`src/rtl/display_pager.sv`:
```
// Pages a captured AES block onto the 4-digit display driver one 16-bit word at a time,
// advancing on a synchronized "next" button edge or an auto-advance dwell timer.
module display_pager #(
  parameter int WORDS        = 8,
  parameter int DWELL_CYCLES = 100000000
) (
  input  logic                     clk,
  input  logic                     clr,
  input  logic [0:16*WORDS-1]      i_block,
  input  logic                     i_block_valid,
  input  logic                     i_next,
  input  logic                     i_auto,
  output logic [0:15]              o_data,
  output logic                     o_refresh_display,
  output logic [$clog2(WORDS)-1:0] o_page,
  output logic                     o_loaded
);

  localparam int PW = $clog2(WORDS);
  localparam int CW = $clog2(DWELL_CYCLES + 1);
  localparam logic [CW-1:0] DWELL_LAST = CW'(DWELL_CYCLES - 1);
  localparam logic [PW-1:0] PAGE_LAST  = PW'(WORDS - 1);

  typedef enum logic [1:0] {S_EMPTY, S_PRESENT, S_HOLD} state_t;

  state_t              r_state, w_state_next;
  logic [0:16*WORDS-1] r_block;
  logic [PW-1:0]       r_page, w_page_next, w_opage_next;
  logic [CW-1:0]       r_dwell, w_dwell_next;
  logic                r_sync1, r_sync2, r_edge;
  logic                w_next_evt, w_dwell_done, w_capture, w_show;
  logic [0:15]         w_word, w_data_next;

  assign w_next_evt   = r_sync2 & ~r_edge;
  assign w_dwell_done = i_auto && (r_dwell == DWELL_LAST);

  always_ff @(posedge clk or negedge clr) begin
    if (!clr) begin
      r_sync1 <= 1'b0;
      r_sync2 <= 1'b0;
      r_edge  <= 1'b0;
    end else begin
      r_sync1 <= i_next;
      r_sync2 <= r_sync1;
      r_edge  <= r_sync2;
    end
  end

  always_comb begin
    w_word = r_block[0:15];
    for (int k = 1; k < WORDS; k++)
      if (r_page == PW'(k)) w_word = r_block[16*k +: 16];
  end

  always_ff @(posedge clk or negedge clr) begin
    if (!clr) r_state <= S_EMPTY;
    else      r_state <= w_state_next;
  end

  // A new block always wins; a button edge or dwell expiry coinciding with it is dropped.
  always_comb begin
    w_state_next = r_state;
    w_capture    = 1'b0;
    w_page_next  = r_page;
    case (r_state)
      S_EMPTY: begin
        if (i_block_valid) begin
          w_capture    = 1'b1;
          w_page_next  = '0;
          w_state_next = S_PRESENT;
        end
      end
      S_PRESENT: begin
        if (i_block_valid) begin
          w_capture   = 1'b1;
          w_page_next = '0;
        end else begin
          w_state_next = S_HOLD;
        end
      end
      S_HOLD: begin
        if (i_block_valid) begin
          w_capture    = 1'b1;
          w_page_next  = '0;
          w_state_next = S_PRESENT;
        end else if (w_next_evt || w_dwell_done) begin
          w_page_next  = (r_page == PAGE_LAST) ? '0 : r_page + 1'b1;
          w_state_next = S_PRESENT;
        end
      end
      default: w_state_next = S_EMPTY;
    endcase
  end

  // A PRESENT cycle interrupted by a recapture shows nothing; the repeated PRESENT shows word 0.
  always_comb begin
    w_show       = (r_state == S_PRESENT) && !i_block_valid;
    w_data_next  = o_data;
    w_opage_next = o_page;
    w_dwell_next = r_dwell;
    if (w_show) begin
      w_data_next  = w_word;
      w_opage_next = r_page;
      w_dwell_next = '0;
    end else if (r_state == S_HOLD) begin
      w_dwell_next = i_auto ? r_dwell + 1'b1 : '0;
    end
  end

  always_ff @(posedge clk or negedge clr) begin
    if (!clr) begin
      r_block           <= '0;
      r_page            <= '0;
      r_dwell           <= '0;
      o_data            <= '0;
      o_refresh_display <= 1'b0;
      o_page            <= '0;
      o_loaded          <= 1'b0;
    end else begin
      if (w_capture) begin
        r_block  <= i_block;
        o_loaded <= 1'b1;
      end
      r_page            <= w_page_next;
      r_dwell           <= w_dwell_next;
      o_data            <= w_data_next;
      o_refresh_display <= w_show;
      o_page            <= w_opage_next;
    end
  end

endmodule
```
`config.mk`:
```
export PLATFORM = sky130hd
export DESIGN_NAME = display_pager
export DESIGN_NICKNAME = d
export VERILOG_FILES = /design/src/rtl/display_pager.sv
export SDC_FILE = /design/constraint.sdc
export NUM_CORES = 1
export LEC_CHECK = 0
export BUFFER_PORTS_ARGS = -buffer_cell sky130_fd_sc_hd__buf_2
export CORE_ASPECT_RATIO = 0.75
export CORE_MARGIN = 10
export CORE_UTILIZATION = 56
export DETAILED_ROUTE_END_ITERATION = 16
export PLACE_DENSITY = 0.86
export SLEW_MARGIN = 20
export SYNTH_ARGS = -nofsm -noshare
export SYNTH_HDL_FRONTEND = slang
export SYNTH_SLANG_ARGS = --single-unit
```
`constraint.sdc`:
```
create_clock -name clk -period 2.42 [get_ports clk]
set_clock_uncertainty 0.2 [all_clocks]
set_input_delay 0.242 -clock clk [delete_from_list [all_inputs] [get_ports clk]]
set_output_delay 0.242 -clock clk [all_outputs]
set_load 0.01 [all_outputs]
```
==> results.cfg, run 1 <==
[layout]
nets = 1132
nFillCells = 845
final_layout_size_suffix_gt1_frac = 0.357
seq_area_mm2 = 0.00460
final_cell_count_no_fill = 1205
syn_to_final_growth_pct = 36.6
multi_input_area_mm2 = 0.00365
final_util = 0.790

[setup_path]
r2r_slack_ps = 130
worstPathRequired_ps = 2510
cp_data_arrival_time_ps = 2380
r2r-end = o_data[12]$_DFFE_PN0P_
cp_max_fo = 16
worst_setup_path_end_kind = flop
reg2reg_depth = 7
r2r-start = r_page[0]$_DFFE_PN0P_
start_kind = flop
worstSetupStartpoint = r_page[0]$_DFFE_PN0P_
worstSetupPathType = flop to flop

[place]
io_buffers = 153
dp_cells = 1042
dp_hpwl_um = 16400
place.gp.congestion = 0.897

[hold_path]
holdPathStages = 3
hold_start = i_auto
hold-path-endpoint = r_dwell[24]$_DFFE_PN0P_
hold_path_class = primary input to flop

[power_and_ir_drop]
power_mw = 8.01
total_leakage_power_nw = 5.06
p_per_area_mw_per_mm2 = 692
ir_drop_mv = 0.519

[global_routing]
grt_pass1_vias = 7718
grtUsageTotal = 0.260
grt_max_degree = 55
grt_pass1_wl_um = 42200
overflow = 0
antenna_found_initial = 2

[sta]
setup_viol = 0
finalHoldViolations = 0
rsz0062_at_grt = false
final_max_slew_viol_count = 0
period_minus_slack_ps = 2290
maxSlewHeadroom = 0.490
post-route-period-util = 0.945
timing.hold.ws_ps = 75.7
worstMarginPinSlew_ps = 764
fin_setup_tns_ps = 0
max_freq_mhz = 437

[floorplanning]
rows = 38
ioPinCount = 154
die_area_mm2 = 0.0205
die_w_um = 162
start_util = 0.578
core-area_mm2 = 0.0146
fp.dieH_um = 127

[logic_synthesis]
ys.flop_type = dfrtp_1
synth_cell_types = 51
synth_top_area_frac = 0.544
ys_seq_area_frac = 0.544
synth.avg_cell_area_um2 = 12.1
synthArstFlopShare = 1.00
ys_top_cells_by_count = dfrtp_1, mux2_2, o21ai_0, nor2_1, nand2_1
synth_area_leaders = dfrtp_1, mux2_2, o21ai_0, mux2i_1, nor2_1
synth_edf_count = 0
synth.cell_area_mm2 = 0.00847
synthCells = 700
yosysMostFrequentCell = dfrtp_1
ys_warn_count = 0
synth_top_area_cell = dfrtp_1
syn-num-nets = 840
ys_seq_elements = 184

[clock_network]
numCtsBuffers = 17
h-tree-depth = 4
clock_latency_ps = 440
cts_tree = built
clock_path_buffers = 2
numClockSinks = 184
root_buffer = clkbuf_16
clkSlewWorstSetupHoldPaths_ps = 60

[routing]
drc_errors = 0
post_drt_wl_per_cell_um = 22.1
vias_per_cell = 5.98
vias = 7201
initialDrtViolationCount = 808
first_pass_iters = 8
ant_nets = 0
finalWirelength_um = 26600

[run_status]
outcome = finished clean

[run]
cap_viol_max_count = 0
-- per-stage QoR --
| step | area [um^2] | setup WS (ps) |
|---|---|---|
| floorplan | 8470 | 195 |
| global placement | 9630 | 143 |
| detailed placement | 9630 | 79.6 |
| CTS | 11600 | 54.5 |
| global route | 11600 | 53.8 |
| finish | 11600 | 132 |
-- how the worst max path moves through the flow --
stage / end / slack (ps) / cells after the start
after floorplan: o_data[10]$_DFFE_PN0P_ / 200 / 8
after global placement: o_data[7]$_DFFE_PN0P_ / 140 / 6
after detailed placement: o_data[7]$_DFFE_PN0P_ / 80 / 6
after CTS: o_data[7]$_DFFE_PN0P_ / 50 / 7
after global routing: r_dwell[24]$_DFFE_PN0P_ / 50 / 5
final: o_data[12]$_DFFE_PN0P_ / 130 / 7
-- layer usage --
layer | global-route usage | part of all wire | up-vias
met1 | 0.304 | 0.39 | 3553
met4 | 0.107 | 0.037 | 0
li1 | - | - | 3186
met3 | 0.0721 | 0.078 | 77
met5 | 0 | 0 | -
met2 | 0.444 | 0.49 | 385
-- placed cells by master (no fill, tap or decap), drive strengths merged, types with 17 or more instances in the layout --
cell and instances:
buf 187, dfrtp 184, dlygate4sd3 131, mux2 128, o21ai 53, nor2 39, nand2 33, clkbuf 23
and2 20, mux2i 17, o22ai 17
-- cell type report --
class,count,area share
tap,200,0.0216
inverter,9,0.00303
clock inverter,7,0.0124
timing repair buffer,318,0.209
multi-input combinational,462,0.315
clock buffer,23,0.0404
antenna,2,0.000433
sequential,184,0.398
-- report_power, final --
part	total (mW)	internal, mW	leakage (nW)	switching (mW)
clock	2.97	1.78	0.290	1.19
combinational	1.30	0.721	2.55	0.577
sequential	3.74	3.46	2.22	0.279
total	8.01	5.96	5.06	2.05
-- sequential cells by signal, indices dropped and copies added, names as in the netlist --
name	count
r_dwell	27
r_page	3
o_loaded	1
r_block	128
o_page	3
r_edge	1
r_sync1	1
o_data	16
o_refresh_display	1
r_state	2
r_sync2	1
-- worst max-delay path, stage by stage, from the launching register on --
cell and delay, ps:
dfrtp_1 450, inv_1 160, ha_1 200, nor2b_1 250, nand2b_2 270, o221ai_1 290
o21ai_0 150, o2bb2ai_1 170
-- repair_timing --
item	CTS	global route
setup endpoints to repair	0	29
gates resized for setup	0	3
setup buffers	0	0
endpoints found under the hold margin	210	0
hold buffers	131	0
-- kinds of logic after synthesis --
kind of cell    count (synthesis)  share of synthesized area
buf+inv                        54                     0.0291
simple gates                  154                      0.102
mux                           145                      0.190
fa+ha+maj                       7                     0.0103
compound gates                156                      0.125
flops                         184                      0.544
(Power assumes the default switching activity.)
==> run 2: changes to the inputs <==
BUFFER_PORTS_ARGS = default   (was -buffer_cell sky130_fd_sc_hd__buf_2)
CORE_UTILIZATION = 60   (was 56)
DONT_BUFFER_PORTS = 1   (was default)
PLACE_DENSITY = 0.82   (was 0.86)
==> run 2 against run 1 <==
- the flow now finishes with violations (hold timing, setup timing)
- register-to-register slack worse by 190 ps
- wire length increased by 2.8%
- largest cell class unchanged
- die area down 5.7%
- design area shrank 7.3%
==> results.cfg, run 2 (synthesized netlist as in run 1, its figures left out) <==
[setup_path]
r2r_slack_ps = -60
worstPathRequired_ps = 2530
worstSetupStartpoint = r_page[0]$_DFFE_PN0P_
start_kind = flop
worstPathCellList = ha_1, ha_1, buf_6, nor3b_4, clkbuf_4, and2_1, o21ai_0, o2bb2ai_1
r2r-end = o_data[14]$_DFFE_PN0P_
reg2reg_depth = 8
worstSetupPathType = flop to flop
cp_data_arrival_time_ps = 2590
worst_setup_path_end_kind = flop
path_common_cell = ha_1
cp_max_fo = 17
r2r-start = r_page[0]$_DFFE_PN0P_
crit_slowest_cell = dfrtp_2
cpPeakStageDelay_ps = 460

[floorplanning]
die_w_um = 157
fp.dieH_um = 123
start_util = 0.614
rows = 37
die_area_mm2 = 0.0193
core-area_mm2 = 0.0138
ioPinCount = 154

[place]
dp_hpwl_um = 16400
place.gp.congestion = 0.924
pre_cts_ws_ps = -117
dpl_cell_area_mm2 = 0.00870
io_buffers = 0

[routing]
finalWirelength_um = 27300
ant_nets = 0
vias = 6842
post_drt_wl_per_cell_um = 26.7
initialDrtViolationCount = 904
vias_per_cell = 6.68
drc_errors = 0
first_pass_iters = 6

[clock_network]
cts_tree = built
clock_path_buffers = 2
clkSlewWorstSetupHoldPaths_ps = 70
numCtsBuffers = 17
ctsHoldBuffers = 130
root_buffer = clkbuf_16
h-tree-depth = 4
numClockSinks = 184
clock_latency_ps = 440

[global_routing]
antenna_found_initial = 5
grtUsageTotal = 0.277
overflow = 0
grt_pass1_vias = 6851
grt_max_degree = 185
grt_pass1_wl_um = 40700

[hold_path]
hold_path_class = primary input to asynchronous set/reset pin

[sta]
setup_viol = 5
final_max_slew_viol_count = 0
maxSlewHeadroom = 0.508
period_minus_slack_ps = 2480
fin_ws_ps = -62.2
timing.hold.ws_ps = -698
finalHoldViolations = 184
worstMarginPinSlew_ps = 738
post-route-period-util = 1.03
max_freq_mhz = 403

[power_and_ir_drop]
total_leakage_power_nw = 4.43
ir_drop_mv = 0.521
power_mw = 7.73
p_per_area_mw_per_mm2 = 721

[layout]
final_common_cell = dfrtp_1
final_layout_size_suffix_gt1_frac = 0.246
regMostFlops = r_block
largestRegisters = r_block (128), r_dwell (27), o_data (16)
final_util = 0.777
largest_reg_flops = 128
nets = 972
syn_to_final_growth_pct = 26.6
mostFrequentLayoutCells = dfrtp_1, dlygate4sd3_1, mux2_2
fin_area_mm2 = 0.0107

[run]
cap_viol_max_count = 0

[run_status]
violations = hold timing, setup timing
outcome = finished with violations
## run 2: report_power, final
| group | switching [mW] | leakage (nW) | internal, mW |
|---|---|---|---|
| clock | 1.30 | 0.294 | 1.58 |
| sequential | 0.360 | 2.21 | 3.46 |
| combinational | 0.453 | 1.92 | 0.581 |
| total | 2.11 | 4.43 | 5.62 |
## run 2: routing by layer
metal / share of wire / GRT usage
met5: 0.00026 / 0
met4: 0.036 / 0.116
met1: 0.39 / 0.352
met2: 0.46 / 0.427
met3: 0.11 / 0.0951
## run 2: worst max-delay path by stage
stage	endpoint	slack, ps	cells past startpoint
after floorplan	o_data[10]$_DFFE_PN0P_	200	8
after global placement	o_data[13]$_DFFE_PN0P_	-40	7
after detailed placement	o_data[13]$_DFFE_PN0P_	-120	7
after CTS	r_dwell[6]$_DFFE_PN0P_	3	5
after global routing	o_data[14]$_DFFE_PN0P_	-80	8
final	o_data[14]$_DFFE_PN0P_	-60	8
## run 2: through the flow
step | TNS, ps | std cells
after floorplan | 0 | 700
after global placement | -71.2 | 851
after detailed placement | -342 | 851
after CTS | 0 | 1013
after global routing | -513 | 1023
final | -158 | 1025
## run 2: worst max-delay path, delay by kind of cell, from the launching register on
| kind | cells | cell delay [ps] |
|---|---|---|
| AND/OR/NAND/NOR | 2 | 450 |
| AO/OA/AOI/OAI | 2 | 310 |
| flip-flops | 1 | 460 |
| buffers and inverters | 2 | 450 |
| adder cells (fa/ha/maj) | 2 | 480 |
## run 2: what timing repair did
| item | 4_1_cts | 5_1_grt |
|---|---|---|
| endpoints found under the hold margin | 318 | 184 |
| setup endpoints to repair | 7 | 32 |
| buffers inserted | 0 | 6 |
| gates cloned | 0 | 1 |
| resized for setup | 2 | 13 |
## run 2: layout make-up
| type | instances | area [um^2] |
|---|---|---|
| clock inverter | 14 | 163 |
| antenna | 5 | 12.5 |
| inverter | 9 | 38.8 |
| clock buffer | 18 | 439 |
| fill | 785 | 3080 |
| sequential | 184 | 4610 |
| timing repair buffer | 158 | 1580 |
| multi-input combinational | 462 | 3660 |
| tap | 175 | 219 |
